==> src/rtl/seg7_pkg.sv <==
// seg7_pkg: scan FSM state type, blank segment pattern and counter-width helper
package seg7_pkg;
    typedef enum logic {ST_BLANK, ST_DRIVE} state_t;
    localparam logic [6:0] SEG_BLANK = 7'b0000000;
    function automatic int cnt_w(input int div);
        return (div > 1) ? $clog2(div) : 1;
    endfunction
endpackage

==> src/rtl/seg7_scan_ctrl_if.sv <==
// seg7_scan_ctrl_if: load/bcd_in/lz_blank_en in, seg/dig_en/frame_done out; master drives, slave is the controller
interface seg7_scan_ctrl_if #(parameter int NUM_DIGITS = 4);
    logic                    load;
    logic [4*NUM_DIGITS-1:0] bcd_in;
    logic                    lz_blank_en;
    logic [6:0]              seg;
    logic [NUM_DIGITS-1:0]   dig_en;
    logic                    frame_done;
    modport master(output load, bcd_in, lz_blank_en, input seg, dig_en, frame_done);
    modport slave(input load, bcd_in, lz_blank_en, output seg, dig_en, frame_done);
endinterface

==> src/rtl/seg7_decoder.sv <==
// seg7_decoder: bcd[3:0] -> seg[6:0] (a..g, seg[6]=a, active-high), 10..15 blank
module seg7_decoder
    import seg7_pkg::*;
(
    input  logic [3:0] bcd,
    output logic [6:0] seg
);
    always_comb begin
        seg = SEG_BLANK;
        case (bcd)
            4'd0: seg = 7'b1111110;
            4'd1: seg = 7'b0110000;
            4'd2: seg = 7'b1101101;
            4'd3: seg = 7'b1111001;
            4'd4: seg = 7'b0110011;
            4'd5: seg = 7'b1011011;
            4'd6: seg = 7'b1011111;
            4'd7: seg = 7'b1110000;
            4'd8: seg = 7'b1111111;
            4'd9: seg = 7'b1111011;
            default: seg = SEG_BLANK;
        endcase
    end
endmodule

==> src/rtl/seg7_scan_ctrl.sv <==
// seg7_scan_ctrl: clk, rst_n (async low), bus slave; scans NUM_DIGITS digits with dead time, frame-synchronous double-buffered value
module seg7_scan_ctrl
    import seg7_pkg::*;
#(
    parameter int NUM_DIGITS   = 4,
    parameter int REFRESH_DIV  = 50000,
    parameter int BLANK_CYCLES = 16
)(
    input logic              clk,
    input logic              rst_n,
    seg7_scan_ctrl_if.slave  bus
);
    localparam int CW = cnt_w(REFRESH_DIV);
    localparam int IW = (NUM_DIGITS > 1) ? $clog2(NUM_DIGITS) : 1;
    localparam int W  = 4 * NUM_DIGITS;

    state_t                state, state_nx, eff;
    logic [CW-1:0]         cnt, cnt_nx;
    logic [IW-1:0]         idx, idx_nx;
    logic [W-1:0]          active, active_nx, shadow;
    logic                  pending;
    logic [3:0]            nib;
    logic [6:0]            dec, seg_q, seg_nx;
    logic [NUM_DIGITS-1:0] dig_q, dig_nx, hi_zero;
    logic                  fd_q, fd_nx, drv, slot_end, supp;

    assign eff = (BLANK_CYCLES == 0) ? ST_DRIVE : state;

    for (genvar i = 0; i < NUM_DIGITS; i++) begin : g_hz
        assign hi_zero[i] = ~|active_nx[W-1:4*i];
    end

    assign nib = active_nx[4*idx +: 4];

    seg7_decoder u_dec (
        .bcd (nib),
        .seg (dec)
    );

    always_comb begin
        drv       = eff == ST_DRIVE;
        slot_end  = drv && int'(cnt) == REFRESH_DIV - 1;
        cnt_nx    = slot_end ? '0 : cnt + 1'b1;
        idx_nx    = !slot_end ? idx : (int'(idx) == NUM_DIGITS - 1) ? '0 : idx + 1'b1;
        state_nx  = slot_end ? ((BLANK_CYCLES == 0) ? ST_DRIVE : ST_BLANK)
                  : (!drv && int'(cnt) == BLANK_CYCLES - 1) ? ST_DRIVE : eff;
        active_nx = !fd_q ? active : bus.load ? bus.bcd_in : pending ? shadow : active;
        supp      = bus.lz_blank_en && idx != '0 && hi_zero[idx];
        seg_nx    = (drv && !supp) ? dec : SEG_BLANK;
        dig_nx    = drv ? NUM_DIGITS'(1) << idx : '0;
        fd_nx     = slot_end && int'(idx) == NUM_DIGITS - 1;
    end

    always_ff @(posedge clk or negedge rst_n) begin
        if (!rst_n) begin
            state <= ST_BLANK;
            cnt   <= '0;
            idx   <= '0;
            seg_q <= SEG_BLANK;
            dig_q <= '0;
            fd_q  <= 1'b0;
        end else begin
            state <= state_nx;
            cnt   <= cnt_nx;
            idx   <= idx_nx;
            seg_q <= seg_nx;
            dig_q <= dig_nx;
            fd_q  <= fd_nx;
        end
    end

    always_ff @(posedge clk or negedge rst_n) begin
        if (!rst_n) begin
            active  <= '0;
            shadow  <= '0;
            pending <= 1'b0;
        end else begin
            active  <= active_nx;
            shadow  <= (bus.load && !fd_q) ? bus.bcd_in : shadow;
            pending <= fd_q ? 1'b0 : (bus.load || pending);
        end
    end

    assign bus.seg        = seg_q;
    assign bus.dig_en     = dig_q;
    assign bus.frame_done = fd_q;
endmodule

==> src/flat_wrapper.sv <==
// flat-port wrapper written by rule: the top's interface ports become plain ports
module seg7_scan_ctrl_flat import seg7_pkg::*;
#(
    parameter int NUM_DIGITS   = 4,
    parameter int REFRESH_DIV  = 50000,
    parameter int BLANK_CYCLES = 16
)
  (clk, rst_n, bus_load, bus_bcd_in, bus_lz_blank_en, bus_seg, bus_dig_en, bus_frame_done);
  seg7_scan_ctrl_if #(.NUM_DIGITS(NUM_DIGITS)) bus_i ();
  input logic clk;
  input logic rst_n;
  input wire logic [$bits(bus_i.load)-1:0] bus_load;
  input wire logic [$bits(bus_i.bcd_in)-1:0] bus_bcd_in;
  input wire logic [$bits(bus_i.lz_blank_en)-1:0] bus_lz_blank_en;
  output wire logic [$bits(bus_i.seg)-1:0] bus_seg;
  output wire logic [$bits(bus_i.dig_en)-1:0] bus_dig_en;
  output wire logic [$bits(bus_i.frame_done)-1:0] bus_frame_done;
  assign bus_i.load = bus_load;
  assign bus_i.bcd_in = bus_bcd_in;
  assign bus_i.lz_blank_en = bus_lz_blank_en;
  assign bus_seg = bus_i.seg;
  assign bus_dig_en = bus_i.dig_en;
  assign bus_frame_done = bus_i.frame_done;
  seg7_scan_ctrl #(.NUM_DIGITS(NUM_DIGITS), .REFRESH_DIV(REFRESH_DIV), .BLANK_CYCLES(BLANK_CYCLES)) u_core (.clk(clk), .rst_n(rst_n), .bus(bus_i));
endmodule
==> config.mk <==
export PLATFORM = sky130hd
export DESIGN_NAME = seg7_scan_ctrl_flat
export DESIGN_NICKNAME = d
export VERILOG_FILES = /design/src/rtl/seg7_pkg.sv /design/src/rtl/seg7_scan_ctrl_if.sv /design/src/rtl/seg7_decoder.sv /design/src/rtl/seg7_scan_ctrl.sv /design/src/flat_wrapper.sv
export SDC_FILE = /design/constraint.sdc
export NUM_CORES = 1
export LEC_CHECK = 0
export ABC_AREA = 0
export BUFFER_PORTS_ARGS = -buffer_cell sky130_fd_sc_hd__buf_2
export CORE_MARGIN = 2
export CORE_UTILIZATION = 59
export DETAILED_ROUTE_END_ITERATION = 12
export PLACE_DENSITY_LB_ADDON = 0.15
export SLEW_MARGIN = 0
export SYNTH_ARGS = -nofsm -noshare
export SYNTH_HDL_FRONTEND = slang
export SYNTH_HIERARCHICAL = 1
export SYNTH_SLANG_ARGS = --single-unit
==> constraint.sdc <==
create_clock -name clk -period 3.4 [get_ports clk]
set_input_delay 0.34 -clock clk [delete_from_list [all_inputs] [get_ports clk]]
set_output_delay 0.34 -clock clk [all_outputs]
set_load 0.02 [all_outputs]
==> flow_summary.html <==
<table>
<tr><th>Metric</th><th>Value</th></tr>
<tr><th colspan="2">Layout</th></tr>
<tr><td>Layout Nets</td><td>321</td></tr>
<tr><td>Ratio of cells with drive above 1 in the final layout</td><td>0.330</td></tr>
<tr><td>Synthesis-to-layout area growth</td><td>10.1%</td></tr>
<tr><td>Number of fill cells</td><td>402</td></tr>
<tr><td>Design Area, Final</td><td>3560 µm²</td></tr>
<tr><td>Utilization after layout</td><td>0.684</td></tr>
<tr><td>Final std cells w/o fill</td><td>364</td></tr>
<tr><td>Antenna diodes</td><td>0</td></tr>
<tr><th colspan="2">Timing</th></tr>
<tr><td>Max-slew headroom at the worst pin</td><td>0.214</td></tr>
<tr><td>Post-route minimum period</td><td>2.72 ns</td></tr>
<tr><td>Total negative slack</td><td>0 ns</td></tr>
<tr><td>RSZ-0062 raised after global routing</td><td>no</td></tr>
<tr><td>Final worst-path cycle share</td><td>0.801</td></tr>
<tr><td>Hold Slack</td><td>0.243 ns</td></tr>
<tr><td>Final-report hold violation count</td><td>0</td></tr>
<tr><td>Endpoints failing setup</td><td>0</td></tr>
<tr><td>Highest attainable clock frequency</td><td>367 MHz</td></tr>
<tr><td>Worst-Margin Slew</td><td>1.18 ns</td></tr>
<tr><td>Final Max Tran Viols</td><td>0</td></tr>
<tr><td>Worst Clk Skew</td><td>0.00840 ns</td></tr>
<tr><th colspan="2">Pwr</th></tr>
<tr><td>Static leakage</td><td>1.55 nW</td></tr>
<tr><td>Power density of the placed cells</td><td>400 nW/µm²</td></tr>
<tr><td>Max rail drop VDD</td><td>244 µV</td></tr>
<tr><td>Switching power</td><td>305 µW</td></tr>
<tr><td>Combinational group share of total power</td><td>0.048</td></tr>
<tr><td>Switching power as a share of total power</td><td>0.214</td></tr>
<tr><td>Internal Dissipation</td><td>1.12 mW</td></tr>
<tr><td>Sequential share of power</td><td>0.555</td></tr>
<tr><td>Clock power share</td><td>0.397</td></tr>
<tr><th colspan="2">Worst setup path</th></tr>
<tr><td>Launch point of the critical path</td><td>u_core/bus.frame_done</td></tr>
<tr><td>Crit-path slowest cell</td><td>sky130_fd_sc_hd__dfrtp_1</td></tr>
<tr><td>Kind of start point of the critical path</td><td>flip-flop</td></tr>
<tr><td>Critical Path Sink Type</td><td>flip-flop</td></tr>
<tr><td>Launch instance of the worst register-to-register path</td><td>u_core/bus.frame_done</td></tr>
<tr><td>Critical path's largest stage delay</td><td>0.59 ns</td></tr>
<tr><td>Crit path max-delay family</td><td>compound AO/OA/AOI/OAI gates</td></tr>
<tr><td>Arrival time at the worst endpoint</td><td>2.93 ns</td></tr>
<tr><td>Crit Path Max Fanout</td><td>15</td></tr>
<tr><td>Critical path data required time</td><td>3.61 ns</td></tr>
<tr><td>Setup Crit Path Kind</td><td>reg2reg</td></tr>
<tr><td>CP bufs+invs</td><td>1</td></tr>
<tr><td>Cell breakdown of the critical path</td><td>nand2_2 &gt; o221a_2 &gt; mux4_2 &gt; inv_2 &gt; ha_1 &gt; nor2_1 &gt; a21oi_1 &gt; o22ai_1 &gt; nand2_1 &gt; a21oi_2</td></tr>
<tr><th colspan="2">Yosys</th></tr>
<tr><td>Synthesized instance count</td><td>261</td></tr>
<tr><td>EDFF count, synth</td><td>0</td></tr>
<tr><td>Synth cell count leaders</td><td>64 x sky130_fd_sc_hd__dfrtp_1, 20 x sky130_fd_sc_hd__nor2_1, 16 x sky130_fd_sc_hd__mux2_2, 16 x sky130_fd_sc_hd__nand4bb_1</td></tr>
<tr><td>Dominant register cell in the synthesized netlist</td><td>sky130_fd_sc_hd__dfrtp_1</td></tr>
<tr><td>Largest area contributor in the synthesized netlist</td><td>sky130_fd_sc_hd__dfrtp_1</td></tr>
<tr><td>Share of synthesized flip-flops with an asynchronous set or reset</td><td>1.00</td></tr>
<tr><td>Library cells used by synthesis</td><td>43</td></tr>
<tr><td>Syn nets</td><td>292</td></tr>
<tr><td>Seq/Total Area, Yosys</td><td>0.495</td></tr>
<tr><td>Average footprint of a synthesized cell</td><td>12.4 µm²</td></tr>
<tr><td>Synth warn</td><td>6</td></tr>
<tr><td>Post-synthesis sequential element count</td><td>64</td></tr>
<tr><td>Mapped cell area</td><td>3240 µm²</td></tr>
<tr><td>Largest cells by area after synthesis</td><td>sky130_fd_sc_hd__dfrtp_1 49%, sky130_fd_sc_hd__mux2_2 5.6%, sky130_fd_sc_hd__nand4bb_1 5.6%, sky130_fd_sc_hd__ha_1 4.3%, sky130_fd_sc_hd__o221a_2 4.2%</td></tr>
<tr><td>Fraction of synthesized cell area taken by the top area cell type</td><td>0.495</td></tr>
<tr><td>Library cell with the highest instance count after synthesis</td><td>sky130_fd_sc_hd__dfrtp_1</td></tr>
<tr><th colspan="2">Clocking</th></tr>
<tr><td>Count of hold buffers inserted by post-cts repair</td><td>0</td></tr>
<tr><td>Cell at the root of the clock tree</td><td>sky130_fd_sc_hd__clkbuf_8</td></tr>
<tr><td>Resize count post-CTS</td><td>0</td></tr>
<tr><td>CTS tree</td><td>yes</td></tr>
<tr><td>Register clock-pin slew on the reported worst setup and hold paths</td><td>0.06 ns</td></tr>
<tr><td>TritonCTS Buffers</td><td>9</td></tr>
<tr><td>Clk buf depth</td><td>2</td></tr>
<tr><td>Clk Latency, worst-skew pair</td><td>0.34 ns</td></tr>
<tr><td>Clock sink total</td><td>64</td></tr>
<tr><td>H-tree levels</td><td>3</td></tr>
<tr><td># Post-CTS Setup Buffers</td><td>0</td></tr>
<tr><th colspan="2">Route</th></tr>
<tr><td>Initial detailed-routing violation count</td><td>114</td></tr>
<tr><td>Antenna-violating nets left</td><td>0</td></tr>
<tr><td>Detailed-route wire length</td><td>6.17 mm</td></tr>
<tr><td>Total iterations of the first detailed-routing run</td><td>4</td></tr>
<tr><td>Post-detailed-route via-to-cell ratio</td><td>5.86</td></tr>
<tr><td>Via count</td><td>2134</td></tr>
<tr><td>Detailed-route DRC error count</td><td>0</td></tr>
<tr><td>Routed wire per std cell</td><td>17.0 µm</td></tr>
<tr><th colspan="2">Die</th></tr>
<tr><td>Top-level port count</td><td>32</td></tr>
<tr><td>Core Region</td><td>5200 µm²</td></tr>
<tr><td>Die ar.</td><td>6090 µm²</td></tr>
<tr><td>Width of the chip</td><td>78.1 µm</td></tr>
<tr><td>Row count</td><td>26</td></tr>
<tr><td>Die boundary height</td><td>78.1 µm</td></tr>
<tr><td>Starting density of the core</td><td>0.622</td></tr>
<tr><th colspan="2">Placement</th></tr>
<tr><td>Port Buf Inserts</td><td>31</td></tr>
<tr><td>Number of placed instances with taps included</td><td>349</td></tr>
<tr><td>Post-detail-place hpwl</td><td>4.28 mm</td></tr>
<tr><td>Cell area after placement</td><td>3400 µm²</td></tr>
<tr><td>Weighted congestion at the end of routability-driven global placement</td><td>0.797</td></tr>
<tr><th colspan="2">Outcome</th></tr>
<tr><td>Run status</td><td>complete, no violations</td></tr>
<tr><th colspan="2">Global route</th></tr>
<tr><td>Vias in the first global route</td><td>2154</td></tr>
<tr><td>Tot GR Track Use</td><td>0.230</td></tr>
<tr><td>Antenna violations before repair</td><td>0</td></tr>
<tr><td>Largest net degree at the start of global routing</td><td>54</td></tr>
<tr><td>Grt ovf</td><td>0</td></tr>
<tr><td>First-pass GRT wire length</td><td>10.7 mm</td></tr>
<tr><th colspan="2">Job</th></tr>
<tr><td>Maximum capacitance violations</td><td>0</td></tr>
<tr><th colspan="2">Hold path</th></tr>
<tr><td>Path class of the lowest-slack min-delay path</td><td>in2async</td></tr>
</table>
[cell usage in the layout, fill, tap and decap left out, types with 2 or more instances in the layout]
master,n
sky130_fd_sc_hd__nand3_1,7
sky130_fd_sc_hd__a21oi_1,2
sky130_fd_sc_hd__nand4_1,4
sky130_fd_sc_hd__nand4bb_1,16
sky130_fd_sc_hd__o22ai_1,5
sky130_fd_sc_hd__clkbuf_1,4
sky130_fd_sc_hd__dfrtp_1,64
sky130_fd_sc_hd__o221a_2,12
sky130_fd_sc_hd__ha_1,11
sky130_fd_sc_hd__nor2b_1,4
sky130_fd_sc_hd__o21ai_0,3
sky130_fd_sc_hd__nor2_1,20
sky130_fd_sc_hd__mux4_2,4
sky130_fd_sc_hd__inv_1,8
sky130_fd_sc_hd__nor4_1,3
sky130_fd_sc_hd__mux2_2,16
sky130_fd_sc_hd__nand2_1,12
sky130_fd_sc_hd__a21oi_2,7
sky130_fd_sc_hd__xnor2_1,7
sky130_fd_sc_hd__buf_4,4
sky130_fd_sc_hd__and3_1,4
sky130_fd_sc_hd__xor2_1,8
sky130_fd_sc_hd__o21a_4,2
sky130_fd_sc_hd__nor3_1,3
sky130_fd_sc_hd__buf_2,31
sky130_fd_sc_hd__and2_1,5
sky130_fd_sc_hd__clkbuf_8,11
sky130_fd_sc_hd__o221a_4,2
[cell families after synthesis]
group,count (synthesis),share of synthesized area
buf+inv,26,0.0452
compound gates,40,0.127
xor+xnor,15,0.0406
simple gates,84,0.163
flops,64,0.495
mux,21,0.0866
fa+ha+maj,11,0.0425
[state kept, by name, summed over array words and instances, names as in the netlist]
| name | count |
|---|---|
| u_core/bus.frame_done | 1 |
| u_core/bus.dig_en | 4 |
| u_core/bus.seg | 7 |
| u_core/active | 16 |
| u_core/drv | 1 |
| u_core/pending | 1 |
| u_core/idx | 2 |
| u_core/shadow | 16 |
| u_core/cnt | 16 |
[metrics by stage]
stage	total power [mW]	setup WS, ns
floorplan	0.836	0.939
global placement	0.872	0.785
detailed placement	0.874	0.712
CTS	1.44	0.715
global route	1.48	0.517
finish	1.42	0.677
[layout make-up]
class | count | area [µm²] | area share
Timing Repair Buffer | 35 | 185 | 0.0520
Sequential cell | 64 | 1600 | 0.450
Clock buffer | 15 | 166 | 0.0467
Tap cell | 70 | 87.6 | 0.0246
Multi-Input combinational cell | 171 | 1490 | 0.418
Inverter | 9 | 33.8 | 0.00948
[worst reg2reg max path, cell delays in order, from the launching register on]
cell and delay, ns:
sky130_fd_sc_hd__dfrtp_1 0.59, sky130_fd_sc_hd__nand2_2 0.31, sky130_fd_sc_hd__o221a_2 0.39, sky130_fd_sc_hd__mux4_2 0.57
sky130_fd_sc_hd__inv_2 0.13, sky130_fd_sc_hd__ha_1 0.15, sky130_fd_sc_hd__nor2_1 0.04, sky130_fd_sc_hd__a21oi_1 0.18
sky130_fd_sc_hd__o22ai_1 0.10, sky130_fd_sc_hd__nand2_1 0.09, sky130_fd_sc_hd__a21oi_2 0.04
[power by group through the flow]
stage                     clock network [mW]  registers [mW]  logic (mW)
final                                  0.565           0.790      0.0683
after detailed placement                   0           0.804      0.0697
after CTS                              0.580           0.790      0.0699
after floorplan                            0           0.800      0.0354
after global placement                     0           0.804      0.0677
after global routing                   0.616           0.792      0.0759
[layer usage]
layer	part of all wire	GRT usage	vias to the layer above
li1	-	-	1016
met1	0.47	0.323	1043
met2	0.47	0.351	63
met3	0.047	0.0483	12
met4	0.015	0.0947	0
met5	0	0	-
[worst paths after layout]
path / cells after the start / endpoint / slack (ns)
setup / recovery: 10 / u_core/bus.seg[3] / 0.68
hold / removal: 1 / u_core/shadow[13] / 0.24
setup reg to reg: 10 / u_core/bus.seg[3] / 0.68
hold reg to reg: 1 / u_core/cnt[0] / 0.49
max in group asynchronous: 2 / u_core/cnt[13] / 2.38
min in group clk: 2 / u_core/shadow[3] / 0.25
Power figures use the tool's default switching activity.
